===== config.mk =====
export PLATFORM = sky130hd
export DESIGN_NAME = mips_cpu_bus_lsu
export DESIGN_NICKNAME = d
export VERILOG_FILES = /design/src/rtl/mips_cpu_bus_lsu.sv
export SDC_FILE = /design/constraint.sdc
export NUM_CORES = 1
export LEC_CHECK = 0
export ABC_AREA = 1
export CELL_PAD_IN_SITES_DETAIL_PLACEMENT = 0
export CELL_PAD_IN_SITES_GLOBAL_PLACEMENT = 1
export CORE_MARGIN = 1.5
export CORE_UTILIZATION = 32
export CTS_BUF_LIST = sky130_fd_sc_hd__clkbuf_4 sky130_fd_sc_hd__clkbuf_8
export DETAILED_ROUTE_END_ITERATION = 16
export GPL_TIMING_DRIVEN = 0
export PLACE_DENSITY_LB_ADDON = 0.3
export RECOVER_POWER = 100
export SETUP_SLACK_MARGIN = 0.4
export SLEW_MARGIN = 20
export SYNTH_ARGS = -nofsm -noshare
export SYNTH_HDL_FRONTEND = slang
export SYNTH_SLANG_ARGS = --single-unit

===== constraint.sdc =====
create_clock -name clk -period 3.3 [get_ports clk]
set_clock_uncertainty 0.2 [all_clocks]
set_input_delay 0.495 -clock clk [delete_from_list [all_inputs] [get_ports clk]]
set_output_delay 0.495 -clock clk [all_outputs]
set_load 0.03 [all_outputs]

===== src/rtl/mips_cpu_bus_lsu.sv =====
// mips_cpu_bus_lsu: load/store bus initiator turning byte-addressed core requests into aligned, byte-enabled word transfers
module mips_cpu_bus_lsu #(
  parameter int ADDR_W = 32
) (
  input  logic              clk,
  input  logic              reset_n,
  input  logic              req_valid,
  output logic              req_ready,
  input  logic [2:0]        req_op,
  input  logic [ADDR_W-1:0] req_addr,
  input  logic [31:0]       req_wdata,
  output logic              done,
  output logic [31:0]       load_data,
  output logic              misalign,
  output logic [ADDR_W-1:0] address,
  output logic              read,
  output logic              write,
  output logic [3:0]        byteenable,
  output logic [31:0]       writedata,
  input  logic              waitrequest,
  input  logic [31:0]       readdata
);
  typedef enum logic [1:0] {IDLE, REQ, RESP, FIN} state_t;
  state_t state, state_next;
  logic [2:0] op;
  logic [1:0] off;
  logic [3:0] lanes;
  logic accept, in_word, in_half, in_bad, is_store;
  logic [31:0] shifted;
  assign accept = req_valid && req_ready;
  assign in_word = req_op == 3'd0 || req_op == 3'd5;
  assign in_half = req_op == 3'd1 || req_op == 3'd2 || req_op == 3'd6;
  assign in_bad = in_word ? req_addr[1:0] != 2'b00 : in_half && req_addr[0];
  assign is_store = op >= 3'd5;
  assign shifted = readdata >> {off, 3'b000};
  // state register
  always_ff @(posedge clk) begin
    if (!reset_n) state <= IDLE;
    else state <= state_next;
  end
  // next-state and bus handshake outputs; bus strobes only live in REQ
  always_comb begin
    state_next = state;
    req_ready = 1'b0;
    read = 1'b0;
    write = 1'b0;
    byteenable = 4'b0000;
    done = 1'b0;
    case (state)
      IDLE: begin
        req_ready = 1'b1;
        if (accept && !in_bad) state_next = REQ;
      end
      REQ: begin
        read = !is_store;
        write = is_store;
        byteenable = lanes;
        if (!waitrequest) state_next = is_store ? FIN : RESP;
      end
      RESP: state_next = FIN;
      default: begin
        done = 1'b1;
        state_next = IDLE;
      end
    endcase
  end
  // latch request on accept, flag misalignment, capture and extend load data in RESP
  always_ff @(posedge clk) begin
    if (!reset_n) begin
      op <= 3'd0;
      off <= 2'd0;
      lanes <= 4'd0;
      address <= '0;
      writedata <= 32'd0;
      misalign <= 1'b0;
      load_data <= 32'd0;
    end else begin
      misalign <= accept && in_bad;
      if (accept && !in_bad) begin
        op <= req_op;
        off <= req_addr[1:0];
        address <= {req_addr[ADDR_W-1:2], 2'b00};
        lanes <= in_word ? 4'hf : in_half ? (req_addr[1] ? 4'hc : 4'h3) : 4'b0001 << req_addr[1:0];
        writedata <= in_word ? req_wdata : in_half ? {2{req_wdata[15:0]}} : {4{req_wdata[7:0]}};
      end
      if (state == RESP)
        load_data <= op == 3'd3 ? {{24{shifted[7]}}, shifted[7:0]} :
                     op == 3'd4 ? {24'd0, shifted[7:0]} :
                     op == 3'd1 ? {{16{shifted[15]}}, shifted[15:0]} :
                     op == 3'd2 ? {16'd0, shifted[15:0]} : shifted;
    end
  end
endmodule


==> impl_metrics.json <==
{
  "status": "complete, no violations",
  "cp.required_ns": 3.38,
  "dr_total_vias": 5570,
  "min_from": "address[18]$_SDFFE_PN0P_",
  "post-place-ws_ns": 0.634,
  "p_int_mw": 2.87,
  "clock_tree.htree_level_count": 3,
  "fin_ws_ns": 0.517,
  "cts_setup_buffers": 0,
  "diodes": 0,
  "r2r-start": "state[0]$_SDFFE_PN0P_",
  "numCtsBuffers": 9,
  "grt_pass1_vias": 5121,
  "ys_ff_latch": 106,
  "synth_warnings": 0,
  "ios": 208,
  "syn_area_mm2": 0.00509,
  "die_x_um": 129,
  "clkLatencyLatePin_ns": 0.38,
  "syn_inst": 759,
  "post-route-min-period_ns": 2.78,
  "met2_usage_pct": 33.4,
  "start_util_pct": 33.1,
  "cap_viol_max_count": 0,
  "core_area_mm2": 0.0154,
  "period_share_pct": 84.3,
  "viasPerCell": 4.67,
  "worst_pin_slew_ns": 0.667,
  "yosysSeqAreaShare_pct": 41.7,
  "top_usage_layer": "met2",
  "drt_iter0_drc": 284,
  "clock.fmax_ghz": 0.359,
  "antenna_found_initial": 0,
  "min_path_type": "reg -> reg",
  "dpl.hpwl_um": 13600,
  "die_y_um": 129,
  "hold_viol": 0,
  "avgSynthCellArea_um2": 6.71,
  "layout_common_cells": "nand2_1 (265), dfxtp_1 (106), dlygate4sd3_1 (104)",
  "drc_errors": 0,
  "rsz0062_at_grt": "no",
  "routed_wl_um": 17500,
  "dr.pass1.iters": 5,
  "fillCellCount": 1618,
  "power_density_mw_per_mm2": 659,
  "fin_util_pct": 49.5,
  "io_buffers": 205,
  "wl_per_cell_um": 14.7,
  "crit_arrival_ns": 2.87,
  "overflow": 0,
  "rows": 45,
  "drive_gt1_share_pct": 4.79,
  "layout.cells.most_common": "nand2_1",
  "dieArea_mm2": 0.0167,
  "slew_headroom_pct": 55.5,
  "cts_resized": 1,
  "ys_types": 24,
  "fin_nets": 1084,
  "grt_pass1_wl_um": 27000,
  "slew_violations": 0,
  "seqPwrFrac_pct": 34.1,
  "antenna_left": 0,
  "cp-end-kind": "register",
  "p_clk_share_pct": 18.3,
  "tns_ns": 0,
  "leakage_nw": 3.50,
  "clockBufferDepth": 2,
  "cp-start-kind": "input port",
  "clock-sinks": 106,
  "cts_tree": "built",
  "combinationalPowerShare_pct": 47.6,
  "area_growth_pct": 49.3,
  "grt_usage_pct": 20.9,
  "cp_max_fo": 10,
  "peakVddDrop_uv": 282,
  "clk_pin_slew_ns": 0.11,
  "met3_usage_pct": 3.34,
  "netSwitchingFraction_pct": 42.7,
  "hold_buffers": 0,
  "setup_viol": 0,
  "gp_congestion": 0.903,
  "met1_usage_pct": 28.9,
  "cts_root_buffer": "clkbuf_8",
  "total_power_mw": 5.01,
  "grt_max_degree": 19,
  "worstSetupPathType": "in -> reg",
  "crit_start": "req_op[0]",
  "switchingPower_mw": 2.14
}
power by group through the flow:
stage                     clock [mW]  combinational, mW  sequential, mW
final                          0.917               2.39            1.71
after global routing            1.01               2.61            1.75
after CTS                      0.944               2.51            1.72
after detailed placement           0               2.50            1.75
after global placement             0               2.50            1.75
after floorplan                    0               1.02            2.23
synth_stat cells (all sizes together):
cell type / instances / area [µm²]
nand2: 267 / 1010
dfxtp: 106 / 2120
a21oi: 98 / 490
inv: 60 / 225
nand3: 54 / 275
o21ai: 52 / 260
buf: 29 / 193
clkbuf: 24 / 90.1
nor2: 24 / 90.1
o211ai: 17 / 128
nand4: 9 / 62.6
or2: 8 / 50.1
ha: 5 / 62.6
nor3: 3 / 15.0
a211oi: 1 / 7.51
conb: 1 / 3.75
o21bai: 1 / 7.51
per-stage QoR:
step	hold WS, ns	instance area [µm²]	cells
after CTS	0.271	7640	1192
after global placement	0.250	7410	1176
after floorplan	0.244	5100	760
after detailed placement	0.255	7410	1176
after global routing	0.286	7600	1192
final	0.264	7600	1192
critical path, stage by stage:
cell and delay (ns):
dlygate4sd3_1 0.59, nand2_1 0.11, clkbuf_1 0.35, nand4_1 0.19, nand3_1 0.22, clkbuf_1 0.46
nand2_1 0.21, a21oi_1 0.18, nor2_1 0.06
final timing paths:
path,to,slack (ns),cells past startpoint
setup / recovery,state[1]$_SDFFE_PN0P_,0.52,9
hold / removal,address[18]$_SDFFE_PN0P_,0.26,2
setup reg to reg,writedata[6]$_SDFFE_PN0P_,0.96,10
hold reg to reg,address[18]$_SDFFE_PN0P_,0.26,2
layout make-up:
class	instances	area (µm²)	area share, %
Multi-Input combinational cell	541	2450	32.3
Clock buffer	9	124	1.63
Clock inverter	7	103	1.35
Sequential cell	106	2120	27.9
Tap cell	211	264	3.47
Buffer	53	262	3.44
Inverter	60	225	2.96
Timing Repair Buffer	205	2050	27.0
logic make-up after synthesis:
family,share of synthesized area (%)
and+or+nand+nor,29.5
AOI/OAI and AO/OA,17.5
buffers and inverters,9.98
DFF,41.7
adders and majority gates,1.23
other,0.0736
state kept, by name, indices dropped and copies added, names as in the netlist:
| name | flops |
|---|---|
| off | 2 |
| address | 30 |
| misalign | 1 |
| lanes | 4 |
| load_data | 32 |
| op | 3 |
| state | 2 |
| writedata | 32 |
per-layer routing:
metal  up-vias  share of wire (%)
met5         -                  0
li1       2888                  -
met4         0                1.2
met1      2508                 47
met2       159                 46
met3        15                5.1
(Power assumes the default switching activity.)
